## src/rtl/irq_pkg.sv

```systemverilog
// Shared types and constants for the interrupt controller: FSM states,
// well-known source indices and default sizing.
package irq_pkg;

    typedef enum logic [1:0] {
        ST_IDLE    = 2'd0,
        ST_PRESENT = 2'd1,
        ST_HOLDOFF = 2'd2
    } state_t;

    localparam int IRQ_NUM_SRC = 4;
    localparam int IRQ_VEC_W   = 2;

    localparam int IRQ_TIMER = 0;
    localparam int IRQ_PS2   = 1;
    localparam int IRQ_VGA   = 2;

endpackage

```

## src/rtl/irq_controller_if.sv

```systemverilog
// CPU-side interrupt handshake bundle between the controller and the core.
interface irq_controller_if
    import irq_pkg::*;
#(
    parameter int VEC_W = IRQ_VEC_W
);
    // Handshake: cpu_irq is a level "valid" that the controller holds with
    // cpu_vector frozen until the core answers with a one-cycle cpu_ack;
    // cpu_ack while cpu_irq is low carries no meaning and is ignored.
    logic             cpu_irq;
    logic [VEC_W-1:0] cpu_vector;
    logic             cpu_ack;

    modport master (output cpu_irq, output cpu_vector, input cpu_ack);
    modport slave  (input cpu_irq, input cpu_vector, output cpu_ack);

endinterface

```

## src/rtl/irq_priority_enc.sv

```systemverilog
// Combinational fixed-priority encoder: the lowest set request index wins.
module irq_priority_enc
    import irq_pkg::*;
#(
    parameter int NUM_SRC = IRQ_NUM_SRC,
    parameter int VEC_W   = IRQ_VEC_W
) (
    input  logic [NUM_SRC-1:0] req,
    output logic               any,
    output logic [VEC_W-1:0]   idx
);

    // Scan from the top down so the lowest index is the last one written.
    always_comb begin
        any = 1'b0;
        idx = '0;
        for (int i = NUM_SRC - 1; i >= 0; i--) begin
            if (req[i]) begin
                any = 1'b1;
                idx = VEC_W'(i);
            end
        end
    end

endmodule

```

## src/rtl/irq_controller.sv

```systemverilog
// Masks and prioritises level interrupt requests, presents one vector to the
// CPU, and returns a one-cycle ack to the serviced source.
module irq_controller
    import irq_pkg::*;
#(
    parameter int NUM_SRC = IRQ_NUM_SRC,
    parameter int VEC_W   = IRQ_VEC_W,
    parameter int HOLDOFF = 2
) (
    input  logic               clk_50Mhz,
    input  logic               rst,
    input  logic [NUM_SRC-1:0] irq_in,
    output logic [NUM_SRC-1:0] src_ack,
    input  logic               mask_wr,
    input  logic [NUM_SRC-1:0] mask_data,
    output logic [NUM_SRC-1:0] mask_q,
    output logic [NUM_SRC-1:0] pending,
    irq_controller_if.master   cpu,
    output state_t             state
);

    localparam int CNT_W = (HOLDOFF < 1) ? 1 : $clog2(HOLDOFF + 1);

    state_t             state_next;
    logic               presenting, irq_next;
    logic [VEC_W-1:0]   vector, vec_next;
    logic [NUM_SRC-1:0] ack_next;
    logic [CNT_W-1:0]   cnt, cnt_next;
    logic [VEC_W-1:0]   last_src, last_next;
    logic [NUM_SRC-1:0] blocked;
    logic               enc_any;
    logic [VEC_W-1:0]   enc_idx;

    assign cpu.cpu_irq    = presenting;
    assign cpu.cpu_vector = vector;

    // Ignore the just-acked line while it is still on its way down.
    assign blocked = (cnt != '0) ? (NUM_SRC'(1) << last_src) : '0;

    irq_priority_enc #(
        .NUM_SRC (NUM_SRC),
        .VEC_W   (VEC_W)
    ) u_enc (
        .req (pending),
        .any (enc_any),
        .idx (enc_idx)
    );

    always_comb begin
        state_next = state;
        irq_next   = presenting;
        vec_next   = vector;
        ack_next   = '0;
        cnt_next   = cnt;
        last_next  = last_src;
        unique case (state)
            ST_IDLE: begin
                if (enc_any) begin
                    vec_next   = enc_idx;
                    irq_next   = 1'b1;
                    state_next = ST_PRESENT;
                end
            end
            ST_PRESENT: begin
                if (cpu.cpu_ack) begin
                    irq_next   = 1'b0;
                    ack_next   = NUM_SRC'(1) << vector;
                    last_next  = vector;
                    cnt_next   = CNT_W'(HOLDOFF);
                    state_next = (HOLDOFF == 0) ? ST_IDLE : ST_HOLDOFF;
                end
            end
            ST_HOLDOFF: begin
                if (cnt <= CNT_W'(1)) begin
                    cnt_next   = '0;
                    state_next = ST_IDLE;
                end else begin
                    cnt_next = cnt - CNT_W'(1);
                end
            end
            default: state_next = ST_IDLE;
        endcase
    end

    always_ff @(posedge clk_50Mhz) begin
        if (rst) begin
            state      <= ST_IDLE;
            presenting <= 1'b0;
            vector     <= '0;
            src_ack    <= '0;
            cnt        <= '0;
            last_src   <= '0;
            mask_q     <= '1;
            pending    <= '0;
        end else begin
            state      <= state_next;
            presenting <= irq_next;
            vector     <= vec_next;
            src_ack    <= ack_next;
            cnt        <= cnt_next;
            last_src   <= last_next;
            pending    <= irq_in & mask_q & ~blocked;
            if (mask_wr) begin
                mask_q <= mask_data;
            end
        end
    end

endmodule

```

## src/flat_wrapper.sv

```systemverilog
// flat-port wrapper written by rule: the top's interface ports become plain ports
module irq_controller_flat import irq_pkg::*;
#(
    parameter int NUM_SRC = IRQ_NUM_SRC,
    parameter int VEC_W   = IRQ_VEC_W,
    parameter int HOLDOFF = 2
)
  (clk_50Mhz, rst, irq_in, src_ack, mask_wr, mask_data, mask_q, pending, state, cpu_cpu_irq, cpu_cpu_vector, cpu_cpu_ack);
  irq_controller_if #(.VEC_W(VEC_W)) cpu_i ();
  input  logic clk_50Mhz;
  input  logic rst;
  input  logic [NUM_SRC-1:0] irq_in;
  output logic [NUM_SRC-1:0] src_ack;
  input  logic mask_wr;
  input  logic [NUM_SRC-1:0] mask_data;
  output logic [NUM_SRC-1:0] mask_q;
  output logic [NUM_SRC-1:0] pending;
  output state_t state;
  output wire logic [$bits(cpu_i.cpu_irq)-1:0] cpu_cpu_irq;
  output wire logic [$bits(cpu_i.cpu_vector)-1:0] cpu_cpu_vector;
  input wire logic [$bits(cpu_i.cpu_ack)-1:0] cpu_cpu_ack;
  assign cpu_cpu_irq = cpu_i.cpu_irq;
  assign cpu_cpu_vector = cpu_i.cpu_vector;
  assign cpu_i.cpu_ack = cpu_cpu_ack;
  irq_controller #(.NUM_SRC(NUM_SRC), .VEC_W(VEC_W), .HOLDOFF(HOLDOFF)) u_core (.clk_50Mhz(clk_50Mhz), .rst(rst), .irq_in(irq_in), .src_ack(src_ack), .mask_wr(mask_wr), .mask_data(mask_data), .mask_q(mask_q), .pending(pending), .cpu(cpu_i), .state(state));
endmodule
```

## config.mk

```make
export PLATFORM = sky130hd
export DESIGN_NAME = irq_controller_flat
export DESIGN_NICKNAME = d
export VERILOG_FILES = /design/src/rtl/irq_pkg.sv /design/src/rtl/irq_controller_if.sv /design/src/rtl/irq_priority_enc.sv /design/src/rtl/irq_controller.sv /design/src/flat_wrapper.sv
export SDC_FILE = /design/constraint.sdc
export NUM_CORES = 1
export LEC_CHECK = 0
export ABC_AREA = 1
export CAP_MARGIN = 20
export CORE_MARGIN = 1.5
export CORE_UTILIZATION = 26
export CTS_CLUSTER_SIZE = 30
export DETAILED_ROUTE_END_ITERATION = 7
export GPL_TIMING_DRIVEN = 0
export HOLD_SLACK_MARGIN = 0.03
export MAX_ROUTING_LAYER = met4
export PLACE_DENSITY = 0.59
export RECOVER_POWER = 100
export SLEW_MARGIN = 20
export SYNTH_ARGS = -nofsm -noshare
export SYNTH_HDL_FRONTEND = slang
export SYNTH_SLANG_ARGS = --single-unit
```

## constraint.sdc

```tcl
create_clock -name clk_50Mhz -period 1.2 [get_ports clk_50Mhz]
set_clock_uncertainty 0.15 [all_clocks]
set_input_delay 0.12 -clock clk_50Mhz [delete_from_list [all_inputs] [get_ports clk_50Mhz]]
set_output_delay 0.12 -clock clk_50Mhz [all_outputs]
set_load 0.03 [all_outputs]
```

### Word-level counts from Yosys, hierarchy flattened

Index checks and enable logic that the tools add are counted.

| word-level totals | value |
|---|---|
| register bits after elaboration | 21 |
| output and inout bits | 17 |
| logic and storage cells | 50 |

| cells by class | value |
|---|---|
| add/sub/neg operators | 1 |
| magnitude comparators | 1 |
| equal/unequal tests | 5 |
| shift-type cells | 2 |
| multiplexer cells | 18 |
| bitwise gates (word level) | 5 |
| reductions and logical operators | 10 |

Operators by type and width:

| kind | number |
|---|---|
| 2-to-1 mux 2 bit | 8 |
| AND 4 bit | 2 |
| left shift 1 x 2 -> 4 bit (first input constant) | 2 |
| 2-to-1 mux 1 bit | 6 |
| case mux 2 bit (3 select lines) | 1 |
| AND reduction 2 bit | 3 |
| AND reduction 3 bit | 2 |
| nonzero test 2 bit | 3 |
| 2-to-1 mux 4 bit | 1 |
| inequality test 2 x 1 -> 1 bit (second input constant) | 2 |
| inverter 4 bit | 1 |
| case mux 2 bit (2 select lines) | 1 |
| OR reduction 3 bit | 1 |
| == test 2 x 1 -> 1 bit (second input constant) | 1 |
| == test 2 bit (second input constant) | 1 |
| less-or-equal comparator 2 x 1 -> 1 bit (second input constant) | 1 |
| logical NOT 2 bit | 1 |
| inequality test 2 bit (second input constant) | 1 |
| inverter 1 bit | 2 |
| case mux 1 bit (2 select lines) | 1 |
| subtractor 2 x 1 -> 2 bit (second input constant) | 1 |

### Logic depth before layout (Yosys ltp)

Gate-level depths: netlist of the first run.

| logic depth | value |
|---|---|
| depth in word-level cells | 6 |
| gate-level depth with buffers | 6 |
| depth with buffers taken out | 6 |

### Cells and area by module

A second synthesis of the first run with hierarchy kept.

| second synthesis, totals | value |
|---|---|
| cell total of the unflattened synthesis | 105 |
| area, all modules | 815.8 µm² |

Modules (own cells, without submodules):

| module | instances | cells an instance | area each (µm²) | sequential area each (µm²) |
|---|---|---|---|---|
| irq_controller | 1 | 97 | 779.5 | 420.4 |
| irq_priority_enc | 1 | 8 | 36.3 | 0.0 |

### Worst setup path after synthesis of the first run

Ideal clock, no wire load.

| path | value |
|---|---|
| path type | register -> register |
| start | reg u_core.state[0] |
| end | reg u_core.last_src[0] |
| setup time | 0.116 ns |
| arrival | 1.013 ns |
| data required time | 0.934 ns |
| slack | -0.079 ns |
| cell stages (with the launch flop) | 6 |
| buffers on the path | 0 |
| period minus slack after synthesis | 1.279 ns |
| cell sequence | dfxtp_1 inv_1 nor2_1 nand2_2 nor2_1 nor2_1 |

| on the way | value |
|---|---|
| word-level cells in the longest chain between the ends | 2 |

Ends and longest elaborated chain:

| what | line | text |
|---|---|---|
| start, declared | irq_controller.sv:19 | `output state_t state` |
| start signal, assigned | irq_controller.sv:96 | `state <= state_next;` |
| == test 2 x 1 -> 1 bit | irq_controller.sv:56 | `unique case (state)` |
| AND reduction 2 bit (no line) | n/a |  |
| end signal, assigned | irq_controller.sv:101 | `last_src <= last_next;` |
| end, declared | irq_controller.sv:29 | `logic [VEC_W-1:0] last_src, last_next;` |

No other way between the ends.
A chain may end at the register's enable or synchronous reset.

### Worst setup path in the final report of the first run

| path | value |
|---|---|
| start | reg u_core.vector[1], in the netlist u_core.cpu.cpu_vector[1] |
| end | out cpu_cpu_vector[1] |

RTL lines:

| what | line | text |
|---|---|---|
| start, declared | irq_controller.sv:26 | `logic [VEC_W-1:0] vector, vec_next;` |
| start signal, assigned | irq_controller.sv:98 | `vector <= vec_next;` |
| end, declared | flat_wrapper.sv:20 | `output wire logic [$bits(cpu_i.cpu_vector)-1:0] cpu_cpu_vector;` |

No word-level cell between the ends.

==> results_dict.tcl, run 1 <==
set metrics [dict create \
    relSlewSlack 0.8328 \
    nNetsFinal 147 \
    vias_per_cell 4.539 \
    synth_fp_nets 114 \
    cp_data_required_time_ps 930 \
    path_max_fanout 5 \
    drive_gt1_frac 0.2313 \
    diodes 0 \
    clkTransAtPathRegs_ps 120 \
    holdWs_ps 229.1 \
    setup_viol 0 \
    crit_path_start_kind "register" \
    dp_hpwl_um 1268 \
    cts_hold_repair.buffers 0 \
    rsz0062_at_grt "true" \
    finalHoldViolCount 0 \
    powerDensity_nw_per_um2 1329 \
    avgSynthCellArea_um2 7.532 \
    maxSlewViolCount 0 \
    status "finished, final reports clean" \
    post-route-util 0.3819 \
    grt_max_degree 12 \
    grt_pass1_wl_um 2808 \
    overflow 0 \
    cts_made_buffers 3 \
    cts_buffer_depth 2 \
    grt.total_usage 0.1122 \
    yosysSeqAreaShare 0.5472 \
    critical-path-slowest-cell "dfxtp_4" \
    fin_tns_setup_ps 0 \
    max_freq_mhz 865.5 \
    ir_worst_vdd_uv 883.2 \
    startpoint "u_core.cpu.cpu_vector[1]$_SDFFE_PP0P_" \
    ys_types 13 \
    clock_latency_ps 300 \
    die_area_um2 3290 \
    std_cell_rows 19 \
    yosysTopAreaCell "dfxtp_1" \
    crit_type "reg -> out" \
    worst-path-buf-inv 1 \
    clock-sinks 21 \
    netlist_area_um2 768.2 \
    io_buffers 28 \
    slowest_delay_ps 390 \
    maxCapViolations 0 \
    max_slew.worst_pin.slew_ps 249.9 \
    antenna_found_initial 0 \
    first_global_vias 672 \
    critPathTopFamily "flip-flops" \
    yosysTopAreaCellShare 0.5472 \
    yosys-top-cells-area "dfxtp_1 (55%), nand2_1 (12%), nor2_1 (8.3%)" \
    io_pins 29 \
    r2r_start "u_core.state[0]$_SDFFE_PP0P_" \
    dp.cells 161 \
    power.leakage_nw 0.4918 \
    area_growth_pct 38.27 \
    cp.arrival_ps 890 \
    yosysWarnings 0 \
    ctsRootBufferMaster "clkbuf_4" \
    postRouteAntennaNets 0 \
    hold_start "irq_in[3]" \
    cts-htree-levels 1 \
    initial_core_util 0.2762 \
    drt-wirelength-per-cell_um 9.970 \
    coreArea_um2 2781 \
    drtIter0Drc 2 \
    wl_um 1645 \
    via_count 749 \
    worstHoldPathType "in -> reg" \
    crit_chain "clkbuf_4" \
    dr.pass1.iters 4 \
    ys_ff_latch 21 \
    crit_path_end_kind "primary output" \
    post-route-period-util 0.9629 \
    place_congestion 0.7839 \
    drc_errors 0 \
    post_cts.repair.setup_buffers 0 \
    chipWidth_um 57.36 \
    cts_tree "done" \
    synthesis.instances 102 \
    stdcell_count 165 \
    die_h_um 57.36 \
    fin_crit_ps 1155 \
]
==> report_power, final <==
| part | internal [W] | total [W] | switching, W |
|---|---|---|---|
| logic | 0.000112 | 0.000291 | 0.000179 |
| clock network | 0.000129 | 0.000333 | 0.000203 |
| registers | 0.000745 | 0.000788 | 0.0000427 |
| total | 0.000987 | 0.00141 | 0.000425 |
==> kinds of logic (layout without fill, tap and decap cells) <==
group,count (synthesis),in the layout,share of synthesized area
and+or+nand+nor,61,61,0.3339
buffers and inverters,12,44,0.06352
AOI/OAI and AO/OA,8,8,0.05537
DFF,21,21,0.5472
==> sequential cells by signal, summed over array words and instances (netlist names) <==
signal,flops
u_core.cnt,2
u_core.last_src,2
u_core.mask_q,4
u_core.src_ack,4
u_core.pending,4
u_core.cpu.cpu_vector,2
u_core.cpu.cpu_irq,1
u_core.state,2
==> layout by cell type, fill, tap and decap left out, types with 2 or more instances in the layout <==
master	instances
a21oi_1	5
buf_2	11
buf_4	2
clkbuf_4	7
clkdlybuf4s50_1	11
dfxtp_1	16
dfxtp_2	2
dfxtp_4	3
inv_1	10
nand2_1	23
nand2_2	2
nand3_1	11
nor2_1	17
nor3_1	6
o21ai_0	2
==> layer usage <==
metal  vias to the layer above  routed length, µm  global-route usage
met1                       333                726              0.1326
li1                        390                  -                   -
met2                        26                788              0.1834
met5                         -                  0                   -
met4                         0                  0             0.01993
met3                         0                129             0.04308
==> layout make-up <==
type                       count  area (µm²)
buffer                         1       5.005
clock buffer                   4       26.28
fill                         315        1719
inverter                      11       41.29
multi-input combinational     69       306.5
sequential                    21       434.2
tap                           31       38.79
timing repair buffer          28       210.2
==> path summary, 6_finish.rpt <==
path	to	slack [ps]	depth (start not counted)
setup / recovery	cpu_cpu_vector[1]	40	1
hold / removal	u_core.pending[3]$_SDFF_PP0_	230	3
setup reg to reg	u_core.last_src[0]$_SDFFE_PP0P_	90	5
hold reg to reg	u_core.src_ack[2]$_SDFF_PP0_	310	1
==> cell usage after synthesis <==
library cell / instances
nand2_1: 24
nand3_1: 11
buf_4: 1
inv_2: 1
nor2_2: 1
nand2_2: 1
inv_1: 10
o21ai_0: 2
nor2_1: 17
o211ai_1: 1
nor3_1: 7
a21oi_1: 5
dfxtp_1: 21
==> metrics by stage <==
stage	setup WS (ps)	total power [W]	instance area, µm²
after detailed placement	-229.7	0.001122	1089
after CTS	0.4253	0.001425	1061
final	44.54	0.001412	1062
after global routing	-0.4849	0.001502	1062
after global placement	-222.2	0.001119	1089
after floorplan	16.12	0.0009777	769.5
==> what timing repair did <==
action / CTS / global route
gates resized for setup: 82 / 18
setup endpoints to repair: 17 / 17
cloned: 0 / 0
No activity file was read; power rests on OpenSTA's default activity.
==> inputs of run 2 (changes only) <==
--- a/config.mk
+++ b/config.mk
@@ -12,7 +12,7 @@
 export CTS_CLUSTER_SIZE = 30
 export DETAILED_ROUTE_END_ITERATION = 7
 export GPL_TIMING_DRIVEN = 0
-export HOLD_SLACK_MARGIN = 0.03
+export HOLD_SLACK_MARGIN = 0.06
 export MAX_ROUTING_LAYER = met4
 export PLACE_DENSITY = 0.59
 export RECOVER_POWER = 100
==> results of run 2 <==
No change in the layout: final DEF, timing and power equal those of run 1.
